## src/rtl/md_issue_ctrl_pkg.sv

```systemverilog
// Shared encodings and decode helpers for the MD issue controller.
package md_issue_ctrl_pkg;

  typedef enum logic [3:0] {
    MD_NONE  = 4'd0,
    MD_MULT  = 4'd1,
    MD_MULTU = 4'd2,
    MD_DIV   = 4'd3,
    MD_DIVU  = 4'd4,
    MD_MTHI  = 4'd5,
    MD_MTLO  = 4'd6,
    MD_MFHI  = 4'd7,
    MD_MFLO  = 4'd8
  } md_op_e;

  typedef enum logic [1:0] {
    IDLE = 2'd0,
    MUL  = 2'd1,
    DIV  = 2'd2
  } md_state_e;

  // Decode bounds: ops 1..4 start the unit, ops 1..8 talk to it at all.
  localparam logic [3:0] MD_START_LO = 4'd1;
  localparam logic [3:0] MD_START_HI = 4'd4;
  localparam logic [3:0] MD_CLASS_HI = 4'd8;

  // HI/LO read select presented alongside the E-stage op.
  localparam logic [1:0] MF_NONE = 2'd0;
  localparam logic [1:0] MF_HI   = 2'd1;
  localparam logic [1:0] MF_LO   = 2'd2;

  function automatic logic is_start(input logic [3:0] op);
    return (op >= MD_START_LO) && (op <= MD_START_HI);
  endfunction

  function automatic logic is_md(input logic [3:0] op);
    return (op >= MD_START_LO) && (op <= MD_CLASS_HI);
  endfunction

  function automatic logic is_mul(input logic [3:0] op);
    return (op == MD_MULT) || (op == MD_MULTU);
  endfunction

  function automatic logic is_div(input logic [3:0] op);
    return (op == MD_DIV) || (op == MD_DIVU);
  endfunction

  // Reserved codes 9..15 behave exactly like "no op".
  function automatic logic [3:0] norm_op(input logic [3:0] op);
    return (op > MD_CLASS_HI) ? MD_NONE : op;
  endfunction

  function automatic logic [1:0] mf_sel_of(input logic [3:0] op);
    case (op)
      MD_MFHI: return MF_HI;
      MD_MFLO: return MF_LO;
      default: return MF_NONE;
    endcase
  endfunction

endpackage

```

## src/rtl/md_issue_ctrl_occupancy_fsm.sv

```systemverilog
// Local mirror of MDU occupancy: IDLE/MUL/DIV with a cycle counter.
import md_issue_ctrl_pkg::*;

module md_occupancy_fsm #(
  parameter int MULT_CYCLES = 5,
  parameter int DIV_CYCLES  = 10,
  parameter int CNT_W       = 4
) (
  input  logic       clk,
  input  logic       reset,
  input  logic [3:0] e_md_op,
  output logic       busy_mirror
);

  localparam logic [CNT_W-1:0] MULT_LAST = CNT_W'(MULT_CYCLES);
  localparam logic [CNT_W-1:0] DIV_LAST  = CNT_W'(DIV_CYCLES);
  localparam logic [CNT_W-1:0] CNT_ONE   = CNT_W'(1);

  md_state_e        state_q, state_d;
  logic [CNT_W-1:0] cnt_q, cnt_d;

  // State and counter registers; reset abandons any mirrored operation.
  always_ff @(posedge clk) begin
    if (reset) begin
      state_q <= IDLE;
      cnt_q   <= '0;
    end else begin
      state_q <= state_d;
      cnt_q   <= cnt_d;
    end
  end

  // Next state: a start op in E launches, the counter times the busy window.
  always_comb begin
    state_d     = state_q;
    cnt_d       = cnt_q;
    busy_mirror = (state_q != IDLE);
    case (state_q)
      IDLE: begin
        if (is_mul(e_md_op)) begin
          state_d = MUL;
          cnt_d   = CNT_ONE;
        end else if (is_div(e_md_op)) begin
          state_d = DIV;
          cnt_d   = CNT_ONE;
        end
      end
      MUL: begin
        if (cnt_q == MULT_LAST) begin
          state_d = IDLE;
          cnt_d   = '0;
        end else begin
          cnt_d = cnt_q + CNT_ONE;
        end
      end
      DIV: begin
        if (cnt_q == DIV_LAST) begin
          state_d = IDLE;
          cnt_d   = '0;
        end else begin
          cnt_d = cnt_q + CNT_ONE;
        end
      end
      default: begin
        state_d = IDLE;
        cnt_d   = '0;
      end
    endcase
  end

endmodule

```

## src/rtl/md_issue_ctrl.sv

```systemverilog
// D->E register for MD ops, MD stall generation and MDU consistency check.
import md_issue_ctrl_pkg::*;

module md_issue_ctrl #(
  parameter int MULT_CYCLES = 5,
  parameter int DIV_CYCLES  = 10,
  parameter int CNT_W       = 4
) (
  input  logic        clk,
  input  logic        reset,
  input  logic [3:0]  d_md_op,
  input  logic [31:0] d_rs,
  input  logic [31:0] d_rt,
  input  logic        stall_ext,
  input  logic        md_busy,
  output logic        stall_md,
  output logic [3:0]  e_md_op,
  output logic [31:0] e_A,
  output logic [31:0] e_B,
  output logic [1:0]  e_mf_sel,
  output logic        busy_mirror,
  output logic        desync
);

  logic armed;

  md_occupancy_fsm #(
    .MULT_CYCLES (MULT_CYCLES),
    .DIV_CYCLES  (DIV_CYCLES),
    .CNT_W       (CNT_W)
  ) u_occ (
    .clk         (clk),
    .reset       (reset),
    .e_md_op     (e_md_op),
    .busy_mirror (busy_mirror)
  );

  // Any MD op waits while a start sits in E or the unit is still working.
  always_comb begin
    stall_md = is_md(d_md_op) && (is_start(e_md_op) || busy_mirror);
  end

  // E register: bubble on any stall, operands hold so they never toggle needlessly.
  always_ff @(posedge clk) begin
    if (reset) begin
      e_md_op  <= MD_NONE;
      e_A      <= '0;
      e_B      <= '0;
      e_mf_sel <= MF_NONE;
    end else if (stall_md || stall_ext) begin
      e_md_op  <= MD_NONE;
      e_mf_sel <= MF_NONE;
    end else begin
      e_md_op  <= norm_op(d_md_op);
      e_A      <= d_rs;
      e_B      <= d_rt;
      e_mf_sel <= mf_sel_of(norm_op(d_md_op));
    end
  end

  // Sticky mismatch flag; the first edge after reset is skipped while the MDU settles.
  always_ff @(posedge clk) begin
    if (reset) begin
      armed  <= 1'b0;
      desync <= 1'b0;
    end else begin
      armed <= 1'b1;
      if (armed && (md_busy != busy_mirror)) desync <= 1'b1;
    end
  end

endmodule

```

## config.mk

```make
export PLATFORM = sky130hd
export DESIGN_NAME = md_issue_ctrl
export DESIGN_NICKNAME = d
export VERILOG_FILES = /design/src/rtl/md_issue_ctrl_pkg.sv /design/src/rtl/md_issue_ctrl_occupancy_fsm.sv /design/src/rtl/md_issue_ctrl.sv
export SDC_FILE = /design/constraint.sdc
export NUM_CORES = 1
export LEC_CHECK = 0
export BUFFER_PORTS_ARGS = -buffer_cell sky130_fd_sc_hd__clkbuf_2
export CORE_MARGIN = 2
export CORE_UTILIZATION = 40
export CTS_CLUSTER_DIAMETER = 40
export DETAILED_ROUTE_END_ITERATION = 8
export PLACE_DENSITY = 0.72
export SYNTH_ARGS = -nofsm -noshare
export SYNTH_HDL_FRONTEND = slang
export SYNTH_HIERARCHICAL = 1
export SYNTH_SLANG_ARGS = --single-unit
```

## constraint.sdc

```tcl
create_clock -name clk -period 1.6 [get_ports clk]
set_input_delay 0.08 -clock clk [delete_from_list [all_inputs] [get_ports clk]]
set_output_delay 0.08 -clock clk [all_outputs]
set_load 0.02 [all_outputs]
```

==> results.toml <==
[outcome]
outcome = "completed"

[timing]
layout_worst_path_cycle_share = 0.975
tightest_slew_ps = 403
clock.fmax_mhz = 641
final-max-slew-violation-count = 0
finalClockSkew_ps = 6.37
final_hold_viol_count = 0
setup-violations-final = 0
grt_setup_unrepaired = "true"
final.setup.tns_ps = 0
slew_headroom = 0.728
final_period_minus_worst_setup_slack_ps = 1560

[logic_synthesis]
syn_area_mm2 = 0.00324
ys_types = 38
syn-num-nets = 423
synth-edff-count = 0
synth_sequential_area_ratio = 0.482
yosys_warnings = 6
post_synth.cell_area_avg_um2 = 9.23
synth_flop_cell = "sky130_fd_sc_hd__dfxtp_1"
synth-seq-cells = 78
syn-instance-count = 351
postSynth.asyncResetShare = 0

[route]
via_per_inst = 4.66
routedWlPerCell_um = 13.0
drt_drc_violations_left = 0
drt-total-wl_um = 8640
drt.antenna.violating_nets = 0
drtIter0Drc = 89
vias = 3097
total_iterations_of_the_first_detailed_routing_run = 4

[die]
core_mm2 = 0.00781
die_width_um = 94.0
fp.dieArea_mm2 = 0.00884
die_h_um = 94.0
ioPinCount = 145
start_util = 0.415
placement_rows = 32

[clock_network]
cts.reportedPaths.clkPinSlew_ps = 80
cts_tree = "done"
cts_max_level = 3
cts_inserted_buffers = 9
cts_sink_count = 78
cts_buffer_depth = 2
cts_root_buffer = "sky130_fd_sc_hd__clkbuf_8"
clock_insertion_delay_worst_skew_ps = 340

[hold_path]
worst_hold_path_type = "in -> reg"

[final_layout]
final_design_area_no_fill_mm2 = 0.00500
area_occupied_by_multi_input_gates_mm2 = 0.00156
fill_cells = 664
ff_latch_area_mm2 = 0.00157
antennaDiodeCount = 0
syn_to_final_growth_pct = 54.2
commonest_non_fill_non_tap_cell_in_the_layout = "sky130_fd_sc_hd__clkbuf_2"
share_of_final_layout_standard_cells_stronger_than_drive_strength_1 = 0.340
finalNetCount = 631
mostFrequentLayoutCells = "143 x sky130_fd_sc_hd__clkbuf_2, 129 x sky130_fd_sc_hd__nand2_1, 75 x sky130_fd_sc_hd__dfxtp_1, 65 x sky130_fd_sc_hd__dlygate4sd3_1, 61 x sky130_fd_sc_hd__mux2i_1"

[grt]
grt.overflow.total = 0
grt_antenna_before_repair = 0
grt_first_pass_wirelength_um = 14100
grt_start_max_net_pins = 43
via_count_of_the_first_global_routing_pass = 3125
track_usage = 0.204

[critical_path]
slowest_stage = "sky130_fd_sc_hd__dfxtp_2"
startpoint_type = "flop"
critical_path_fanout_max = 18
max_stage_delay_ps = 360
crit_type = "reg -> reg"
path_cells = "o21a_1 > o31ai_4 > o21a_4 > buf_12 > mux2i_1"
setup.worst_path.end_class = "flop"
data_arrival_at_the_endpoint_of_the_critical_path_ps = 1820
critPathRequiredTime_ps = 1860

[power]
sequentialPowerShare = 0.438
power_density_mw_per_mm2 = 1020
power_leakage_nw = 2.40
irDropWorstVdd_uv = 605
switching_share = 0.293
total_switching_power_w = 0.00150
p_int_w = 0.00362
share_clk_of_total_power = 0.301
power.share.combinational = 0.261
post-layout-total-power_w = 0.00511

[place]
numPortBuffers = 144
placement.cell_area_mm2 = 0.00412
place_hpwl_um = 5440
gp_congestion = 0.765

[job]
drv.max_cap_violation_count = 0
[synth_stat cells, drive strengths merged, types with 2 or more instances]
| master | instances | area share |
|---|---|---|
| nor3 | 4 | 0.011 |
| nand3 | 4 | 0.0062 |
| or3 | 5 | 0.012 |
| buf | 8 | 0.024 |
| clkbuf | 15 | 0.018 |
| o21a | 3 | 0.0069 |
| and2b | 2 | 0.0046 |
| nand2 | 129 | 0.15 |
| nor4b | 3 | 0.0081 |
| o21ai | 5 | 0.0089 |
| nor2 | 5 | 0.0058 |
| a31o | 2 | 0.0054 |
| dfxtp | 78 | 0.48 |
| inv | 4 | 0.0046 |
| mux2i | 64 | 0.20 |
| a21oi | 7 | 0.013 |
| xnor2 | 2 | 0.0054 |
[worst max-delay path, delay by kind of cell, from the launching register on]
kind	cells	cell delay [ps]
DFF	1	360
AOI/OAI and AO/OA	3	680
muxes	1	250
buffers and inverters	1	200
[path summary, 6_finish.rpt]
kind,from,endpoint,slack [ps],depth (start not counted)
worst max-delay path,e_md_op[1],e_A[23],40,5
worst min-delay path,d_md_op[0],e_mf_sel[0],20,3
worst max register to register,e_md_op[1],e_A[23],40,5
worst min register to register,e_B[17],e_B[17],460,2
[repair_timing]
item | in CTS | in global routing
endpoints found under the hold margin | 68 | 0
endpoints found under the setup margin | 0 | 22
gates resized for setup | 0 | 5
hold buffers | 65 | 0
buffers inserted | 0 | 1
[power by group through the flow]
stage / clock network (W) / registers, W / logic (W)
global placement: 0 / 0.00227 / 0.00117
global route: 0.00167 / 0.00227 / 0.00144
detailed placement: 0 / 0.00228 / 0.00119
CTS: 0.00159 / 0.00224 / 0.00132
finish: 0.00154 / 0.00224 / 0.00133
floorplan: 0 / 0.00249 / 0.000597
[per-stage QoR]
step | hold slack (ps) | setup WS, ps | cells | util
final | 20.8 | 39.6 | 664 | 0.640
after global routing | 27.6 | -27.2 | 664 | 0.640
after CTS | 9.99 | 31.1 | 663 | 0.637
after detailed placement | 311 | 49.9 | 584 | 0.528
after global placement | 306 | 119 | 584 | 0.528
after floorplan | 146 | -14.3 | 351 | -
[kinds of logic after synthesis]
logic type / share of synthesized area
buf+inv: 0.0467
flops: 0.482
mux: 0.198
compound gates: 0.0602
xor+xnor: 0.00811
simple gates: 0.205
[cell type report]
class | instances | area share
Sequential cell | 78 | 0.313
Multi-Input combinational cell | 246 | 0.312
Timing Repair Buffer | 220 | 0.306
Clock buffer | 10 | 0.0255
Tap cell | 102 | 0.0255
Clock inverter | 4 | 0.0148
Inverter | 4 | 0.00326
[registers in the layout, summed over array words and instances (netlist names)]
| signal | cells |
|---|---|
| e_A | 32 |
| e_B | 32 |
| e_md_op | 4 |
| u_occ/cnt_q | 4 |
| e_mf_sel | 2 |
| u_occ/state_q | 2 |
| armed | 1 |
| desync | 1 |
[layer usage]
| metal | vias up | routed length (um) | track usage |
|---|---|---|---|
| met1 | 1408 | 3440 | 0.219 |
| met3 | 25 | 379 | 0.0498 |
| met5 | - | 0 | 0 |
| met2 | 93 | 4510 | 0.368 |
| met4 | 0 | 302 | 0.103 |
| li1 | 1571 | - | - |
(Power assumes the default switching activity.)
